## config.mk

```make
export PLATFORM = sky130hd
export DESIGN_NAME = uart_msg_reader
export DESIGN_NICKNAME = d
export VERILOG_FILES = /design/src/rtl/uart_msg_reader.sv
export SDC_FILE = /design/constraint.sdc
export NUM_CORES = 1
export LEC_CHECK = 0
export ABC_CLOCK_PERIOD_IN_PS = 2200
export CORE_ASPECT_RATIO = 1.75
export CORE_MARGIN = 10
export CORE_UTILIZATION = 44
export CTS_CLUSTER_DIAMETER = 120
export DETAILED_ROUTE_END_ITERATION = 8
export PLACE_DENSITY_LB_ADDON = 0.05
export SLEW_MARGIN = 20
export SYNTH_ARGS = -nofsm -noshare
export SYNTH_HDL_FRONTEND = slang
export SYNTH_SLANG_ARGS = --single-unit
```

## constraint.sdc

```tcl
create_clock -name clk -period 2.2 [get_ports clk]
set_input_delay 0.44 -clock clk [delete_from_list [all_inputs] [get_ports clk]]
set_output_delay 0.44 -clock clk [all_outputs]
set_load 0.03 [all_outputs]
```

## src/rtl/uart_msg_reader.sv

```systemverilog
// Walks a block of the message ROM from BASE_ADDR and hands each byte to the UART
// transmitter over valid/ready, ending after MSG_LEN bytes or (optionally) at a NUL.
module uart_msg_reader #(
    parameter int unsigned BASE_ADDR   = 0,
    parameter int unsigned MSG_LEN     = 512,
    parameter bit          STOP_ON_NUL = 1'b1
) (
    input  logic       clk,
    input  logic       rst_n,
    input  logic       i_start,
    output logic [8:0] o_rom_addr,
    input  logic [7:0] i_rom_data,
    output logic [7:0] o_data,
    output logic       o_valid,
    input  logic       i_ready,
    output logic       o_busy,
    output logic       o_done,
    output logic [9:0] o_count
);

    localparam logic [8:0] BASE = 9'(BASE_ADDR);
    localparam logic [9:0] LEN  = 10'(MSG_LEN);

    typedef enum logic [2:0] {
        S_IDLE,
        S_FETCH,
        S_WAIT,
        S_SEND,
        S_DONE
    } state_t;

    state_t     state_q, state_d;
    logic [8:0] addr_q,  addr_d;
    logic [7:0] data_q,  data_d;
    logic       valid_q, valid_d;
    logic [9:0] count_q, count_d;

    always_ff @(posedge clk or negedge rst_n) begin
        if (!rst_n) begin
            state_q <= S_IDLE;
            addr_q  <= BASE;
            data_q  <= 8'h00;
            valid_q <= 1'b0;
            count_q <= 10'd0;
        end else begin
            state_q <= state_d;
            addr_q  <= addr_d;
            data_q  <= data_d;
            valid_q <= valid_d;
            count_q <= count_d;
        end
    end

    always_comb begin
        state_d = state_q;
        addr_d  = addr_q;
        data_d  = data_q;
        valid_d = valid_q;
        count_d = count_q;
        case (state_q)
            S_IDLE: begin
                addr_d = BASE;
                if (i_start) begin
                    count_d = 10'd0;
                    state_d = S_FETCH;
                end
            end
            // ROM captures addr_q on the edge leaving FETCH; its data is visible in WAIT.
            S_FETCH: state_d = S_WAIT;
            S_WAIT: begin
                if (STOP_ON_NUL && (i_rom_data == 8'h00)) begin
                    state_d = S_DONE;
                end else begin
                    data_d  = i_rom_data;
                    valid_d = 1'b1;
                    state_d = S_SEND;
                end
            end
            S_SEND: begin
                if (valid_q && i_ready) begin
                    valid_d = 1'b0;
                    count_d = count_q + 10'd1;
                    if ((count_q + 10'd1) == LEN) begin
                        state_d = S_DONE;
                    end else begin
                        addr_d  = addr_q + 9'd1;
                        state_d = S_FETCH;
                    end
                end
            end
            S_DONE: begin
                addr_d  = BASE;
                state_d = S_IDLE;
            end
            default: state_d = S_IDLE;
        endcase
    end

    assign o_rom_addr = addr_q;
    assign o_data     = data_q;
    assign o_valid    = valid_q;
    assign o_count    = count_q;
    assign o_busy     = (state_q != S_IDLE);
    assign o_done     = (state_q == S_DONE);

endmodule
```

=== Yosys cells after proc, flatten, opt, wreduce, memory -nomap -nowiden ===
Index checks and enable logic that the tools add are counted.

* Register bits: 31
* Bits of input ports: 12

* Add/sub/neg operators: 2
* Equal/unequal tests: 9
* Multiplexer cells: 14
* Bitwise gates (word level): 1
* Reduce and logical (&&, ||, !) cells: 13

{| class="wikitable"
|+ Operators by type and width
! kind !! count
|-
| 10-bit 2-to-1 mux || 2
|-
| 10-bit one-hot mux with 2 select lines || 1
|-
| 9-bit 2-to-1 mux || 2
|-
| 9-bit one-hot mux with 2 select lines || 1
|-
| 3-bit 2-to-1 mux || 4
|-
| 3-bit one-hot mux with 4 select lines || 1
|-
| 10-bit by 1-bit adder with 10-bit output, second input constant || 1
|-
| 10-bit == test, second input constant || 1
|-
| 9-bit by 1-bit adder with 9-bit output, second input constant || 1
|-
| 3-bit AND reduction || 3
|-
| 8-bit logical NOT || 1
|-
| 2-bit != test, second input constant || 4
|-
| 3-bit by 2-bit == test with 1-bit output, second input constant || 2
|-
| 2-bit nonzero test || 3
|-
| 2-bit AND reduction || 2
|-
| 3-bit by 1-bit == test with 1-bit output, second input constant || 1
|-
| 3-bit == test, second input constant || 1
|-
| 3-bit logical NOT || 1
|-
| 3-bit nonzero test || 1
|-
| 1-bit 2-to-1 mux || 2
|-
| 1-bit one-hot mux with 2 select lines || 1
|-
| 2-bit OR reduction || 1
|-
| 1-bit logical AND || 1
|-
| 1-bit NOT || 1
|}

=== Logic depth before layout (Yosys ltp) ===
Gate-level depths: netlist (run 1).

* Word-level depth: 5
* Mapped depth: 9
* Depth with buffers taken out: 7

=== Least setup slack after synthesis (run 1) ===
Ideal clock, no wire load.

* Path kind: reg2reg
* From: register count_q[0], in the netlist o_count[0]
* To: register addr_q[3], in the netlist o_rom_addr[3]
* Arrival: 2150 ps
* Path slack: -32 ps
* Stages on the path, launching flop included: 9
* Period minus slack after synthesis: 2232 ps
* Cell sequence: dfrtp_1 ha_1 and4_4 and3_1 o211a_1 o211a_1 buf_6 nor4b_4 mux2i_1

* Word-level cells in the longest chain between the ends: 4

{| class="wikitable"
|+ Ends and longest elaborated chain
! element !! RTL line !! RTL
|-
| start: declaration || 36 || <nowiki>logic [9:0] count_q, count_d;</nowiki>
|-
| start signal: assignment || 50 || <nowiki>count_q <= count_d;</nowiki>
|-
| 10-bit by 1-bit adder with 10-bit output || 83 || <nowiki>if ((count_q + 10'd1) == LEN) begin</nowiki>
|-
| 10-bit == test || 83 ||
|-
| 2-bit != test (no line) || -- ||
|-
| 3-bit AND reduction (no line) || -- ||
|-
| end signal: assignment || 47 || <nowiki>addr_q <= addr_d;</nowiki>
|-
| end: declaration || 33 || <nowiki>logic [8:0] addr_q, addr_d;</nowiki>
|}

No other way between the ends.
A chain may end at the register's enable or synchronous reset.

=== Worst setup path after layout (run 1) ===
* From: register count_q[0], in the netlist o_count[0]
* To: register addr_q[8], in the netlist o_rom_addr[8]

Same word-level chain as after synthesis.

==> impl_metrics.py, run 1 <==
metrics = {
    "detailed_routing": {
        "ant_nets": 0,
        "via_count": 1475,
        "drt_iter0_markers": 58,
        "wl_per_cell_um": 15.8,
        "wl_mm": 4.26,
        "drc_errors": 0,
        "viasPerCell": 5.46,
        "dr.pass1.iters": 4,
    },
    "floorplanning": {
        "initial_utilization_pct": 46.3,
        "die_area_mm2": 0.00684,
        "dieHeight_um": 102,
        "die_width_um": 66.9,
        "rows": 29,
        "io_pins": 42,
        "core_area_mm2": 0.00366,
    },
    "power_and_ir_drop": {
        "vdd_ir_drop_max_mv": 0.462,
        "power.leakage_nw": 1.01,
        "power_density_mw_per_mm2": 490,
        "finalPower_mw": 1.14,
    },
    "clock_network": {
        "cts_sinks": 31,
        "hold_buffers": 0,
        "root_buffer": "clkbuf_8",
        "cts_buffers": 5,
        "cts_tree": "yes",
        "clkLatencyLatePin_ns": 0.28,
        "cts_buffer_depth": 2,
        "htreeDepth": 2,
        "cts_setup_buffers": 0,
        "clk_pin_slew_worst_paths_ns": 0.06,
    },
    "timing": {
        "hold_violations": 0,
        "rsz0062_at_grt": "false",
        "min_period_ns": 2.05,
        "fin_hold_ws_ns": 0.484,
        "timing.slew.headroom_pct": 68.1,
        "tightestPinTransition_ns": 0.474,
        "fmax_mhz": 487,
        "min_period_over_period_pct": 93.4,
        "finalSetupViolCount": 0,
        "skew_ns": 0.00202,
        "finalWorstSetupSlack_ns": 0.145,
        "final-max-slew-violation-count": 0,
        "setup_tns_ns": 0,
    },
    "place": {
        "gp_congestion": 0.783,
        "place_ws_ns": 0.00177,
        "dp.cells": 262,
        "dpl.hpwl_mm": 3.23,
        "numPortBuffers": 41,
    },
    "outcome": {
        "status": "finished, final reports clean",
    },
    "min_path": {
        "hp-class": "reg -> reg",
        "hp-start": "o_rom_addr[8]",
        "hold_path_depth": 1,
        "hold_end": "o_rom_addr[8]",
    },
    "cells_and_area": {
        "ff_latch_area_um2": 778,
        "multiInputGateArea_um2": 872,
        "fill_cells": 309,
        "instances_no_fill": 270,
        "fin_nets": 237,
        "drive_above_1_share_pct": 18.8,
        "insertedDiodeCount": 0,
        "area_growth_pct": 37.2,
    },
    "yosys": {
        "synth_compound_area_share_pct": 11.2,
        "ys_types": 42,
        "synth_ff_type": "dfrtp_1",
        "synth_area_mm2": 0.00170,
        "synthCells": 170,
        "synth_area_per_cell_um2": 9.98,
        "synth_edf_count": 0,
        "yosysSeqAreaShare_pct": 45.7,
        "syn_nets": 184,
        "yosys_warnings": 0,
        "synth_simple_gate_area_share_pct": 25.8,
        "synthAdderAreaFrac_pct": 1.47,
        "synth_top_family_by_area": "simple AND/OR/NAND/NOR gates",
        "synthMuxAreaShare_pct": 9.37,
        "synth_xor_area_share_pct": 3.10,
        "synth-async-reset-ratio_pct": 100,
        "synth-seq-cells": 31,
    },
    "global_routing": {
        "grt_start_max_net_pins": 32,
        "antenna_found_initial": 0,
        "grt_pass1_wl_mm": 7.27,
        "overflow": 0,
        "grt_use_total_pct": 13.4,
        "first_global_vias": 1585,
    },
    "worst_setup_path": {
        "worst-r2r-cell-count": 7,
        "worst-r2r-setup-slack_ns": 0.15,
        "cp.arrival_ns": 2.27,
        "worstSetupPathType": "reg -> reg",
        "r2r-start": "o_count[0]",
        "timing.rr.end": "o_rom_addr[8]",
        "crit_fanout": 10,
        "start_kind": "flop",
        "crit_path_end_kind": "flop",
        "crit_required_ns": 2.41,
    },
    "job": {
        "max_cap_viol_count": 0,
    },
}
## timing repair
| item | in CTS | in global routing |
|---|---|---|
| pin swaps | 0 | 0 |
| endpoints found under the hold margin | 0 | 0 |
| setup endpoints to repair | 5 | 4 |
| gates resized for setup | 3 | 1 |
## synthesized netlist by cell type (2+ instances only)
library cell | count | area share [%]
mux2_2 | 7 | 4.6
xor2_1 | 4 | 2.1
xnor2_1 | 2 | 1.0
mux2i_1 | 8 | 4.7
inv_1 | 2 | 0.44
nor4b_4 | 2 | 2.8
buf_2 | 2 | 0.59
o21ai_0 | 16 | 4.7
nand2_1 | 25 | 5.5
or2_2 | 2 | 0.74
nor2_1 | 12 | 2.7
o211ai_1 | 2 | 0.88
nor3_2 | 3 | 1.8
nand3_1 | 8 | 2.4
a21oi_1 | 3 | 0.88
nand2b_1 | 2 | 0.74
dfrtp_1 | 31 | 46
and2_1 | 2 | 0.74
clkbuf_1 | 3 | 0.66
nor4_1 | 3 | 1.1
and3_1 | 4 | 1.5
a31oi_1 | 3 | 1.1
o211a_1 | 2 | 1.2
ha_1 | 2 | 1.5
nand4_1 | 3 | 1.1
## how the worst max path moves through the flow
stage                     from            end  slack, ns  cells past startpoint
finish              o_count[0]  o_rom_addr[8]       0.15                      7
global route        o_count[0]  o_rom_addr[5]       0.03                      7
CTS                 o_count[0]  o_rom_addr[8]       0.07                      7
detailed placement  o_count[0]  o_rom_addr[8]      0.002                      7
global placement    o_count[0]  o_rom_addr[8]       0.06                      7
floorplan           o_count[0]  o_rom_addr[3]       0.04                      8
## report_power, final
group | internal, mW | leakage, nW | total, mW | switching, mW
combinational | 0.0303 | 0.581 | 0.0622 | 0.0319
sequential | 0.574 | 0.377 | 0.577 | 0.00349
clock | 0.285 | 0.0515 | 0.500 | 0.215
total | 0.890 | 1.01 | 1.14 | 0.250
## metrics by stage
stage               utilization (%)  instance area, um2
floorplan                         -                1700
global placement               60.7                2220
detailed placement             60.7                2220
CTS                            63.3                2320
global route                   63.5                2330
finish                         63.5                2330
## placed cells by master, fill, tap and decap left out, drive strengths merged, types with 3 or more instances in the layout
| cell type | instances |
|---|---|
| nand2 | 25 |
| xor2 | 4 |
| or2 | 3 |
| nand4 | 3 |
| clkdlybuf4s50 | 39 |
| and3 | 4 |
| o21ai | 16 |
| clkbuf | 8 |
| buf | 14 |
| mux2i | 8 |
| nor4 | 5 |
| nand3 | 8 |
| nor2 | 12 |
| nor3 | 4 |
| a31oi | 3 |
| dfrtp | 31 |
| mux2 | 7 |
| a21oi | 3 |
## metal layers
| metal | share of wire (%) | vias to the layer above | routed length [um] | GRT usage (%) |
|---|---|---|---|---|
| li1 | - | 712 | - | - |
| met1 | 36 | 714 | 1550 | 13.5 |
| met2 | 53 | 42 | 2280 | 23.2 |
| met3 | 8.9 | 7 | 381 | 6.57 |
| met4 | 1.2 | 0 | 51 | 4.60 |
| met5 | 0 | - | 0 | 0 |
## area by class of cell
| class | instances | area share, % |
|---|---|---|
| Inverter | 2 | 0.322 |
| Tap cell | 46 | 2.47 |
| Multi-Input combinational cell | 128 | 37.5 |
| Timing Repair Buffer | 55 | 22.0 |
| Clock buffer | 8 | 4.30 |
| Sequential cell | 31 | 33.4 |
## registers in the layout, summed over array words and instances (netlist names)
signal and cells:
state_q 3, o_rom_addr 9, o_data 8, o_valid 1, o_count 10
## cells by family (layout without fill, tap and decap cells)
kind of cell,after synthesis,count (layout)
AND/OR/NAND/NOR,74,74
AO/OA/AOI/OAI,31,31
flip-flops,31,31
multiplexers,15,15
buffers and inverters,11,65
XOR/XNOR,6,6
adder cells (fa/ha/maj),2,2
## worst max-delay path, cell delays in order, from the launching register on
cell	delay, ns
dfrtp_2	0.40
ha_1	0.21
and4_4	0.16
and3_1	0.16
o211a_1	0.24
o211a_4	0.31
nor4_4	0.29
mux2i_1	0.20
(Power assumes the default switching activity.)
==> inputs of run 2 (changes only) <==
--- a/config.mk
+++ b/config.mk
@@ -12,6 +12,7 @@
 export CTS_CLUSTER_DIAMETER = 120
 export DETAILED_ROUTE_END_ITERATION = 8
 export PLACE_DENSITY_LB_ADDON = 0.05
+export REMOVE_ABC_BUFFERS = 1
 export SLEW_MARGIN = 20
 export SYNTH_ARGS = -nofsm -noshare
 export SYNTH_HDL_FRONTEND = slang
==> impl_metrics.py, run 2 (synthesis gave the netlist of run 1 again) <==
metrics = {
    "outcome": {
        "status": "finished, final reports clean",
    },
    "detailed_routing": {
        "wl_per_cell_um": 16.1,
        "drt_iter0_markers": 54,
        "wl_mm": 4.35,
        "drc_errors": 0,
        "ant_nets": 0,
        "viasPerCell": 5.37,
        "dr.pass1.iters": 4,
        "via_count": 1456,
    },
    "cells_and_area": {
        "instances_no_fill": 271,
        "layout_commonest_cell": "clkdlybuf4s50_1",
        "insertedDiodeCount": 0,
        "fill_cells": 311,
        "largest_reg_flops": 10,
        "fin_area_mm2": 0.00235,
        "multiInputGateArea_um2": 872,
        "layout_common_cells": "clkdlybuf4s50_1, dfrtp_1, nand2_1",
        "area_growth_pct": 38.6,
        "fin_util_pct": 64.2,
        "fin_nets": 238,
        "ff_latch_area_um2": 776,
        "drive_above_1_share_pct": 18.7,
    },
    "global_routing": {
        "antenna_found_initial": 0,
        "met1_usage_pct": 13.2,
        "first_global_vias": 1562,
        "grtUsageMet3_pct": 6.13,
        "grt_most_used_layer": "met2",
        "grt_pass1_wl_mm": 7.23,
        "grt_start_max_net_pins": 32,
        "overflow": 0,
        "grt_use_total_pct": 13.4,
        "met2_usage_pct": 23.2,
    },
    "timing": {
        "fin_hold_ws_ns": 0.503,
        "min_period_over_period_pct": 95.1,
        "timing.slew.headroom_pct": 70.6,
        "min_period_ns": 2.09,
        "rsz0062_at_grt": "false",
        "tightestPinTransition_ns": 0.437,
        "hold_violations": 0,
        "final-max-slew-violation-count": 0,
        "skew_ns": 0.00455,
        "fmax_mhz": 478,
        "finalSetupViolCount": 0,
        "setup_tns_ns": 0,
        "finalWorstSetupSlack_ns": 0.108,
    },
    "worst_setup_path": {
        "crit_path_end_kind": "flop",
        "timing.rr.end": "o_rom_addr[8]",
        "cp.arrival_ns": 2.30,
        "worst-r2r-setup-slack_ns": 0.11,
        "r2r-start": "o_count[1]",
        "crit_fanout": 10,
        "worstSetupPathType": "reg -> reg",
        "start_kind": "flop",
        "worst-r2r-cell-count": 7,
        "cp_slowest_cell": "dfrtp_1",
        "crit_required_ns": 2.41,
        "worst_path_largest_cell_delay_ns": 0.41,
        "path_cells": "ha_1 > and4_4 > and3_1 > o211a_1 > o211a_4 > nor4_4 > mux2i_1",
    },
    "power_and_ir_drop": {
        "vdd_ir_drop_max_mv": 0.503,
        "power.leakage_nw": 1.03,
        "finalPower_mw": 1.23,
        "power_density_mw_per_mm2": 524,
    },
    "floorplanning": {
        "core_area_mm2": 0.00366,
        "die_area_mm2": 0.00684,
        "io_pins": 42,
        "dieHeight_um": 102,
        "initial_utilization_pct": 46.3,
        "die_width_um": 66.9,
        "rows": 29,
    },
    "clock_network": {
        "cts_tree": "yes",
        "cts_buffer_depth": 2,
        "cts_setup_buffers": 0,
        "clkLatencyLatePin_ns": 0.28,
        "cts_sinks": 31,
        "htreeDepth": 2,
        "root_buffer": "clkbuf_8",
        "cts_buffers": 5,
        "clk_pin_slew_worst_paths_ns": 0.07,
    },
    "place": {
        "dp.cells": 263,
        "place_area_mm2": 0.00223,
        "gp_congestion": 0.775,
        "dpl.hpwl_mm": 3.31,
        "place_ws_ns": -0.00432,
        "numPortBuffers": 41,
    },
    "min_path": {
        "hold_end": "o_rom_addr[8]",
        "hp-start": "o_rom_addr[8]",
        "hp-class": "reg -> reg",
        "hold_path_depth": 1,
    },
    "job": {
        "max_cap_viol_count": 0,
    },
}
-- run 2: cell types whose count changed in the layout (fill, tap and decap cells not counted) --
| cell | previous run | this run |
|---|---|---|
| dfrtp_2 | 2 | 0 |
| clkbuf_8 | 7 | 6 |
| buf_4 | 14 | 15 |
| clkbuf_1 | 1 | 0 |
| clkinv_2 | 0 | 1 |
| bufinv_16 | 0 | 1 |
| dfrtp_1 | 29 | 31 |
-- run 2: what timing repair did --
| item | in CTS | in global routing |
|---|---|---|
| pin swaps | 0 | 0 |
| gates resized for setup | 3 | 1 |
| endpoints found under the setup margin | 5 | 8 |
| hold buffers | 0 | 0 |
-- run 2: worst max path at each step --
stage,cells past startpoint,slack (ns),start,end
2_1_floorplan,7,-0.1,o_count[0],o_rom_addr[3]
3_3_place_gp,7,0.07,o_count[1],o_rom_addr[3]
3_5_place_dp,7,-0.004,o_count[1],o_rom_addr[8]
4_1_cts,7,0.06,o_count[1],o_rom_addr[8]
5_1_grt,7,0.01,o_count[1],o_rom_addr[3]
6_report,7,0.11,o_count[1],o_rom_addr[8]
-- run 2: final cells by class --
cell class / count / area share [%]
Timing Repair Buffer: 56 / 22.1
Tap cell: 46 / 2.45
Clock buffer: 6 / 3.51
Clock inverter: 2 / 1.49
Sequential cell: 31 / 33.0
Inverter: 2 / 0.319
Multi-Input combinational cell: 128 / 37.1
-- run 2: power by group --
| group | internal, mW | switching (mW) |
|---|---|---|
| clock network | 0.366 | 0.227 |
| logic | 0.0305 | 0.0321 |
| registers | 0.573 | 0.00346 |
| total | 0.970 | 0.262 |
-- run 2: metal layers --
layer	vias up	part of all wire, %
met3	6	8.4
met4	0	1.5
met2	38	53
li1	714	-
met1	698	37
met5	-	0
-- run 2: critical path, delay by kind of cell (launching register included) --
kind	cells	cell delay [ns]
AOI/OAI and AO/OA	2	0.55
and+or+nand+nor	3	0.61
DFF	1	0.41
muxes	1	0.23
adders and majority gates	1	0.21
